<file path="src/rtl/counter_sched_if.sv">
// rtl/counter_sched_if.sv - request/grant and count bus for counter_sched
// Optional hold signal present when COUNTER_SCHED_HOLD_EN is defined.
interface counter_sched_if #(
  parameter int WIDTH   = 2,
  parameter int PRESC_W = 8
);
  logic [1:0]         req;
  logic [WIDTH-1:0]   tc_a;
  logic [WIDTH-1:0]   tc_b;
  logic [PRESC_W-1:0] presc;
  logic [1:0]         grant;
  logic               busy;
  logic [WIDTH-1:0]   count;
  logic               tick;
  logic [1:0]         done;
`ifdef COUNTER_SCHED_HOLD_EN
  logic               hold;

  modport master (output req, tc_a, tc_b, presc, hold,
                  input  grant, busy, count, tick, done);
  modport slave  (input  req, tc_a, tc_b, presc, hold,
                  output grant, busy, count, tick, done);
`else
  modport master (output req, tc_a, tc_b, presc,
                  input  grant, busy, count, tick, done);
  modport slave  (input  req, tc_a, tc_b, presc,
                  output grant, busy, count, tick, done);
`endif
endinterface

</file>
<file path="src/rtl/counter_sched.sv">
// rtl/counter_sched.sv - round-robin arbitrated prescaled up-counter for two requesters
// Define COUNTER_SCHED_HOLD_EN to add the hold input that freezes a running session.
module counter_sched #(
  parameter int WIDTH   = 2,
  parameter int PRESC_W = 8
) (
  input  logic            clk,
  input  logic            reset,
  counter_sched_if.slave  bus
);

  typedef enum logic [1:0] {S_IDLE, S_RUN, S_DONE} state_t;

  state_t             state;
  logic               owner;
  logic               rr_ptr;
  logic [WIDTH-1:0]   tc_l;
  logic [PRESC_W-1:0] presc_l;
  logic [PRESC_W-1:0] pcnt;
  logic [WIDTH-1:0]   count_r;
  logic [1:0]         grant_r;
  logic [1:0]         done_r;
  logic               hold_w;
  logic               tick_w;
  logic               owner_req;
  logic               pick;

`ifdef COUNTER_SCHED_HOLD_EN
  assign hold_w = bus.hold;
`else
  assign hold_w = 1'b0;
`endif

  assign tick_w    = (state == S_RUN) && !hold_w && (pcnt == presc_l);
  assign owner_req = bus.req[owner];

  // rr_ptr names the requester preferred on contention (0 after reset)
  always_comb begin
    pick = 1'b0;
    if (bus.req == 2'b11) begin
      pick = rr_ptr;
    end else begin
      pick = bus.req[1];
    end
  end

  always_ff @(posedge clk) begin
    if (reset) begin
      state   <= S_IDLE;
      owner   <= 1'b0;
      rr_ptr  <= 1'b0;
      tc_l    <= '0;
      presc_l <= '0;
      pcnt    <= '0;
      count_r <= '0;
      grant_r <= 2'b00;
      done_r  <= 2'b00;
    end else begin
      done_r <= 2'b00;
      case (state)
        S_IDLE: begin
          if (|bus.req) begin
            owner   <= pick;
            grant_r <= pick ? 2'b10 : 2'b01;
            tc_l    <= pick ? bus.tc_b : bus.tc_a;
            presc_l <= bus.presc;
            pcnt    <= '0;
            count_r <= '0;
            state   <= S_RUN;
          end
        end
        S_RUN: begin
          // Abort wins over a coincident final tick: no done is issued
          if (!owner_req) begin
            state   <= S_IDLE;
            grant_r <= 2'b00;
            count_r <= '0;
            pcnt    <= '0;
            rr_ptr  <= ~owner;
          end else if (tick_w) begin
            pcnt <= '0;
            if (count_r == tc_l) begin
              count_r <= '0;
              grant_r <= 2'b00;
              done_r  <= owner ? 2'b10 : 2'b01;
              state   <= S_DONE;
            end else begin
              count_r <= count_r + 1'b1;
            end
          end else if (!hold_w) begin
            pcnt <= pcnt + 1'b1;
          end
        end
        S_DONE: begin
          rr_ptr <= ~owner;
          state  <= S_IDLE;
        end
        default: begin
          state <= S_IDLE;
        end
      endcase
    end
  end

  assign bus.grant = grant_r;
  assign bus.busy  = (state == S_RUN);
  assign bus.count = count_r;
  assign bus.tick  = tick_w;
  assign bus.done  = done_r;

endmodule

</file>
<file path="src/flat_wrapper.sv">
// flat-port wrapper written by rule: the top's interface ports become plain ports
module counter_sched_flat 
#(
  parameter int WIDTH   = 2,
  parameter int PRESC_W = 8
)
  (clk, reset, bus_req, bus_tc_a, bus_tc_b, bus_presc, bus_grant, bus_busy, bus_count, bus_tick, bus_done);
  counter_sched_if #(.WIDTH(WIDTH), .PRESC_W(PRESC_W)) bus_i ();
  input  logic clk;
  input  logic reset;
  input wire logic [$bits(bus_i.req)-1:0] bus_req;
  input wire logic [$bits(bus_i.tc_a)-1:0] bus_tc_a;
  input wire logic [$bits(bus_i.tc_b)-1:0] bus_tc_b;
  input wire logic [$bits(bus_i.presc)-1:0] bus_presc;
  output wire logic [$bits(bus_i.grant)-1:0] bus_grant;
  output wire logic [$bits(bus_i.busy)-1:0] bus_busy;
  output wire logic [$bits(bus_i.count)-1:0] bus_count;
  output wire logic [$bits(bus_i.tick)-1:0] bus_tick;
  output wire logic [$bits(bus_i.done)-1:0] bus_done;
  assign bus_i.req = bus_req;
  assign bus_i.tc_a = bus_tc_a;
  assign bus_i.tc_b = bus_tc_b;
  assign bus_i.presc = bus_presc;
  assign bus_grant = bus_i.grant;
  assign bus_busy = bus_i.busy;
  assign bus_count = bus_i.count;
  assign bus_tick = bus_i.tick;
  assign bus_done = bus_i.done;
  counter_sched #(.WIDTH(WIDTH), .PRESC_W(PRESC_W)) u_core (.clk(clk), .reset(reset), .bus(bus_i));
endmodule
</file>
<file path="config.mk">
export PLATFORM = sky130hd
export DESIGN_NAME = counter_sched_flat
export DESIGN_NICKNAME = d
export VERILOG_FILES = /design/src/rtl/counter_sched_if.sv /design/src/rtl/counter_sched.sv /design/src/flat_wrapper.sv
export SDC_FILE = /design/constraint.sdc
export NUM_CORES = 1
export LEC_CHECK = 0
export CAP_MARGIN = 10
export CORE_UTILIZATION = 49
export CTS_BUF_LIST = sky130_fd_sc_hd__clkbuf_8
export DETAILED_ROUTE_END_ITERATION = 8
export PLACE_DENSITY_LB_ADDON = 0.2
export SKIP_LAST_GASP = 1
export SLEW_MARGIN = 10
export SYNTH_ARGS = -nofsm -noshare
export SYNTH_HDL_FRONTEND = slang
export SYNTH_SLANG_ARGS = --single-unit
</file>
<file path="constraint.sdc">
create_clock -name clk -period 1.4 [get_ports clk]
set_clock_uncertainty 0.1 [all_clocks]
set_input_delay 0.14 -clock clk [delete_from_list [all_inputs] [get_ports clk]]
set_output_delay 0.14 -clock clk [all_outputs]
set_load 0.02 [all_outputs]
</file>
==> results of run 1 <==
placed cells by master, fill, tap and decap left out, types with 4 or more instances in the layout:
cell type        count
xnor2_1              9
a21oi_2             10
a21oi_1              6
mux2i_1              4
dfxtp_2              8
clkbuf_8             4
nor2_1               8
buf_6               11
buf_4               35
nand2_1             18
dfxtp_1             17
xnor2_2              7
dlygate4sd2_1        8
inv_1                6
clkdlybuf4s50_1     13
what timing repair did:
item	CTS	global route
endpoints found under the setup margin	35	27
resized for setup	51	46
pin swaps	15	27
setup buffers	4	6
cloned	2	0
registers in the layout, summed over array words and instances, names as in the netlist:
name / flops
u_core.bus.grant: 2
u_core.presc_l: 8
u_core.pcnt: 8
u_core.tc_l: 2
u_core.rr_ptr: 1
u_core.owner: 1
u_core.state: 2
u_core.bus.done: 2
u_core.bus.count: 2
power breakdown:
part	internal, mW	switching (mW)	total (mW)
logic	0.471	0.536	1.01
registers	0.861	0.0749	0.936
clock network	0.254	0.295	0.548
total	1.59	0.905	2.49
logic make-up (layout without fill, tap and decap cells):
| group | after synthesis | in the layout | synth area share, % |
|---|---|---|---|
| xor gates and xnor gates | 16 | 16 | 10.0 |
| buffers and inverters | 16 | 81 | 4.66 |
| AOI/OAI and AO/OA | 43 | 44 | 20.5 |
| muxes | 4 | 4 | 2.87 |
| and+or+nand+nor | 53 | 53 | 20.9 |
| adders and majority gates | 1 | 1 | 0.896 |
| DFF | 28 | 28 | 40.1 |
worst max-delay path: cells and delay by family, from the launching register on:
kind / cells / cell delay (ns)
DFF: 1 / 0.37
buffers and inverters: 1 / 0.12
xor gates and xnor gates: 1 / 0.22
and+or+nand+nor: 3 / 0.48
routing by layer:
layer / vias up / track usage, %
li1: 707 / -
met1: 790 / 38.5
met2: 134 / 49.7
met3: 33 / 3.28
met4: 0 / 11.4
met5: - / 0
how the worst max path moves through the flow:
stage | end | slack (ns) | depth (start not counted)
6_report | bus_tick | -0.32 | 5
5_1_grt | bus_tick | -0.37 | 5
4_1_cts | bus_tick | -0.28 | 5
3_5_place_dp | bus_tick | -0.45 | 5
3_3_place_gp | bus_tick | -0.44 | 5
2_1_floorplan | u_core.bus.done[0] | -0.008 | 4
layout make-up:
type / count / area, um2
fillers: 111 / 240
repair buffers: 68 / 602
multi-input cells: 118 / 1040
clock buffers: 4 / 55.1
flip-flops and latches: 28 / 582
inverters: 9 / 36.3
well taps: 30 / 37.5
==> impl_metrics.py, run 1 <==
metrics = {
    "run_status": {
        "status": "finished, violations left",
        "violations": "setup timing",
    },
    "synth": {
        "synth_cell_type_count": 43,
        "yosysMostFrequentCell": "dfxtp_1",
        "synthTopCellsByArea": "dfxtp_1 40%, xnor2_1 10%, nand2_1 5.9%, a21oi_1 5.7%, nor2_1 3.0%",
        "ys_async_sr_fraction_pct": 0,
        "ys.flop_type": "dfxtp_1",
        "synth_edf_count": 0,
        "yosysWarnings": 0,
        "ys_ff_latch": 28,
        "synthDominantCellAreaShare_pct": 40.1,
        "syn_nets": 178,
        "synthTopCellsByCount": "28 x dfxtp_1, 22 x nand2_1, 16 x a21oi_1, 16 x xnor2_1, 11 x nor2_1",
        "synth_area_per_cell_um2": 8.67,
        "synth_cells": 161,
        "synthesis.area_um2": 1400,
        "yosysTopAreaCell": "dfxtp_1",
        "ys_seq_area_share_pct": 40.1,
    },
    "routing": {
        "wl_met1_um": 2270,
        "ant_nets": 0,
        "wirelength_um": 5780,
        "drt_pass1_iterations": 5,
        "met3WireLength_um": 537,
        "drc": 0,
        "drt-vias-per-instance": 6.47,
        "routedWlPerCell_um": 22.5,
        "route.met2.wl_um": 2670,
        "highest-signal-layer": "met4",
        "drt_iter0_drc": 191,
        "vias": 1664,
    },
    "cts": {
        "root_buffer": "clkbuf_8",
        "cts_tree": "yes",
        "cts_max_level": 1,
        "clk_latency_ns": 0.29,
        "ctsHoldBuffers": 0,
        "cts_sinks": 28,
        "cts_buffers": 3,
        "clkTransAtPathRegs_ns": 0.10,
        "cts_max_path_buffers": 2,
    },
    "floorplan": {
        "initial_core_util_pct": 53.9,
        "core_area_um2": 2590,
        "die_area_um2": 3070,
        "pin_count": 24,
        "die_h_um": 55.4,
        "rows": 18,
        "die_w_um": 55.4,
    },
    "sta": {
        "hold_viol_final": 0,
        "finalSetupTns_ns": -3.12,
        "finalMaxSlewViolations": 0,
        "slew_headroom_pct": 74.6,
        "max_freq_ghz": 0.581,
        "post-route-min-period_ns": 1.72,
        "worst_pin_slew_ns": 0.381,
        "worst_slack_ns": -0.321,
        "whs_ns": 0.305,
        "period_share_pct": 123,
        "setup_viol": 28,
        "grt_setup_unrepaired": "yes",
    },
    "hold_path": {
        "hold_path_class": "input pin to register",
        "hold_start": "bus_presc[3]",
        "min_delay_path_depth": 3,
        "worst_hold_path.endpoint": "u_core.presc_l[3]",
    },
    "place": {
        "place_area_um2": 1920,
        "dp_hpwl_um": 2760,
        "place.gp.congestion": 0.860,
        "portBuffers": 23,
        "place_worst_setup_slack_ns": -0.453,
        "place_inst": 243,
    },
    "grt": {
        "grt_usage_pct": 29.5,
        "grt_pass1_vias": 1490,
        "grt_pass1_wl_um": 7170,
        "antenna_found_initial": 0,
        "grt_max_degree": 16,
        "globalRouteOverflowTotal": 0,
    },
    "worst_setup_path": {
        "arrival_ns": 1.48,
        "r2r_setup_slack_ns": -0.21,
        "crit_fanout": 2,
        "path_cells": "xnor2_2 -> nand4_4 -> or2_4 -> nor2_4 -> buf_6",
        "r2r_start": "u_core.pcnt[7]",
        "path_class": "register to primary output",
        "max_stage_delay_ns": 0.37,
        "timing.rr.end": "u_core.bus.count[1]",
        "reg2reg_depth": 6,
        "required_ns": 1.16,
        "cp-start-kind": "register",
        "cp_slowest_cell": "dfxtp_1",
        "crit_path_start": "u_core.presc_l[4]",
        "end_kind": "primary output",
    },
    "finish": {
        "syn_to_final_growth_pct": 68.3,
        "final_nets": 245,
        "fin_area_um2": 2350,
        "fin_util_pct": 90.7,
        "drive_above_1_share_pct": 49.8,
        "antenna_cells": 0,
        "final_cells": 257,
    },
    "pwr": {
        "p_leak_nw": 0.891,
        "p_total_mw": 2.49,
        "ir_worst_vdd_uv": 1100,
        "power_per_cell_area_nw_per_um2": 1060,
    },
    "run": {
        "maxCapViolations": 0,
    },
}
(Power assumes the default switching activity.)
==> run 2: changes to the inputs <==
--- a/config.mk
+++ b/config.mk
@@ -10,6 +10,7 @@
 export CTS_BUF_LIST = sky130_fd_sc_hd__clkbuf_8
 export DETAILED_ROUTE_END_ITERATION = 8
 export PLACE_DENSITY_LB_ADDON = 0.2
+export SKIP_CTS_REPAIR_TIMING = 1
 export SKIP_LAST_GASP = 1
 export SLEW_MARGIN = 10
 export SYNTH_ARGS = -nofsm -noshare
==> run 2 against run 1 <==
Effect of this change: the flow still finishes with violations (setup timing); critical path depth stayed put; worst hold slack got worse by 0.019 ns; count of clock-buffer cells in the layout did not move; flip-flop and latch count did not move; non-clock buffer count up 3; die area did not move; register-to-register slack got worse by 0.07 ns; sequential share of layout area decreased by 0.42 points; via count down 3.5%; core utilization increased by 0.77 points; final cell count rose by 1.2%; cell area increased by 0.85%; highest routed layer unchanged.
==> impl_metrics.py, run 2 (synthesized netlist as in run 1, its figures left out) <==
metrics = {
    "floorplan": {
        "initial_core_util_pct": 53.9,
        "die_area_um2": 3070,
        "core_area_um2": 2590,
        "rows": 18,
        "pin_count": 24,
        "die_w_um": 55.4,
        "die_h_um": 55.4,
    },
    "finish": {
        "reg.largest.list": "u_core.pcnt x8, u_core.presc_l x8",
        "final_cell_mix": "39 x buf_4, 21 x nand2_1, 19 x dfxtp_1, 13 x clkdlybuf4s50_1",
        "antenna_cells": 0,
        "final_nets": 248,
        "final_cells": 260,
        "syn_to_final_growth_pct": 69.7,
        "final_common_cell": "buf_4",
        "fill_cells": 98,
        "drive_above_1_share_pct": 44.3,
    },
    "grt": {
        "grt_pass1_wl_um": 6040,
        "grt_usage_pct": 24.7,
        "globalRouteOverflowTotal": 0,
        "grt_max_degree": 16,
        "antenna_found_initial": 0,
        "grt_pass1_vias": 1412,
    },
    "pwr": {
        "ir_worst_vdd_uv": 1030,
        "power_per_cell_area_nw_per_um2": 1040,
        "p_leak_nw": 1.01,
        "p_total_mw": 2.47,
    },
    "worst_setup_path": {
        "cp_slowest_cell": "dfxtp_2",
        "cp-start-kind": "register",
        "r2r_start": "u_core.presc_l[1]",
        "arrival_ns": 1.50,
        "end_kind": "primary output",
        "required_ns": 1.16,
        "max_stage_delay_ns": 0.37,
        "crit_path_start": "u_core.pcnt[0]",
        "path_cells": "xnor2_2 -> nand4_4 -> or2_4 -> nor2_4 -> buf_6",
        "crit_fanout": 2,
        "path_class": "register to primary output",
    },
    "hold_path": {
        "hold_start": "bus_presc[2]",
        "hold_path_class": "input pin to register",
    },
    "cts": {
        "cts_buffers": 3,
        "cts_tree": "yes",
        "root_buffer": "clkbuf_8",
        "clk_latency_ns": 0.28,
        "clkTransAtPathRegs_ns": 0.10,
        "cts_max_level": 1,
        "cts_max_path_buffers": 2,
        "cts_sinks": 28,
    },
    "place": {
        "dp_hpwl_um": 2760,
        "portBuffers": 23,
        "place.gp.congestion": 0.860,
        "place_inst": 243,
    },
    "sta": {
        "max_freq_ghz": 0.574,
        "post-route-min-period_ns": 1.74,
        "period_share_pct": 124,
        "finalMaxSlewViolations": 0,
        "slew_headroom_pct": 71.9,
        "worst_pin_slew_ns": 0.421,
        "worst_slack_ns": -0.343,
        "hold_viol_final": 0,
        "grt_setup_unrepaired": "yes",
        "setup_viol": 20,
    },
    "run_status": {
        "status": "finished, violations left",
        "violations": "setup timing",
    },
    "routing": {
        "drt-vias-per-instance": 6.18,
        "drc": 0,
        "drt_iter0_drc": 66,
        "wirelength_um": 5450,
        "routedWlPerCell_um": 21.0,
        "ant_nets": 0,
        "drt_pass1_iterations": 4,
        "vias": 1606,
    },
    "run": {
        "maxCapViolations": 0,
    },
}
run 2: final timing paths:
kind / end / slack (ns) / cells past startpoint
min: u_core.presc_l[2] / 0.29 / 3
max reg2reg: u_core.bus.count[0] / -0.28 / 6
min reg2reg: u_core.presc_l[2] / 0.40 / 2
max: bus_tick / -0.34 / 5
run 2: worst max-delay path, delay by kind of cell, from the launching register on:
family / cells / cell delay (ns)
flip-flops: 1 / 0.37
AND/OR/NAND/NOR: 3 / 0.51
buffers and inverters: 1 / 0.12
XOR/XNOR: 1 / 0.23
run 2: where the power goes:
group | internal (mW) | switching (mW)
Sequential | 0.861 | 0.0704
Combinational | 0.494 | 0.516
Clock | 0.253 | 0.278
Total | 1.61 | 0.864
run 2: cell type report:
| type | count | area [um2] | share of cell area, % |
|---|---|---|---|
| flip-flops and latches | 28 | 577 | 24.3 |
| repair buffers | 71 | 652 | 27.5 |
| well taps | 30 | 37.5 | 1.58 |
| multi-input cells | 118 | 1010 | 42.8 |
| clock buffers | 4 | 55.1 | 2.32 |
| inverters | 9 | 33.8 | 1.43 |
run 2: metrics by stage:
stage               hold slack (ns)  TNS, ns  util, %  worst slack [ns]  area [um2]
floorplan                     0.176  -0.0165        -          -0.00825        1420
global placement              0.356    -6.74     74.2            -0.436        1920
detailed placement            0.363    -8.09     74.2            -0.453        1920
CTS                           0.292    -4.70     76.3            -0.794        1980
global route                  0.327    -3.85     91.5            -0.365        2370
finish                        0.286    -3.14     91.5            -0.343        2370
run 2: routing by layer:
layer	GRT usage, %	wire (um)	part of all wire (%)	up-vias
li1	-	-	-	707
met1	31.0	2230	41	788
met2	40.4	2640	48	87
met3	4.45	377	6.9	24
met4	12.5	208	3.8	0
met5	0	0	0	-
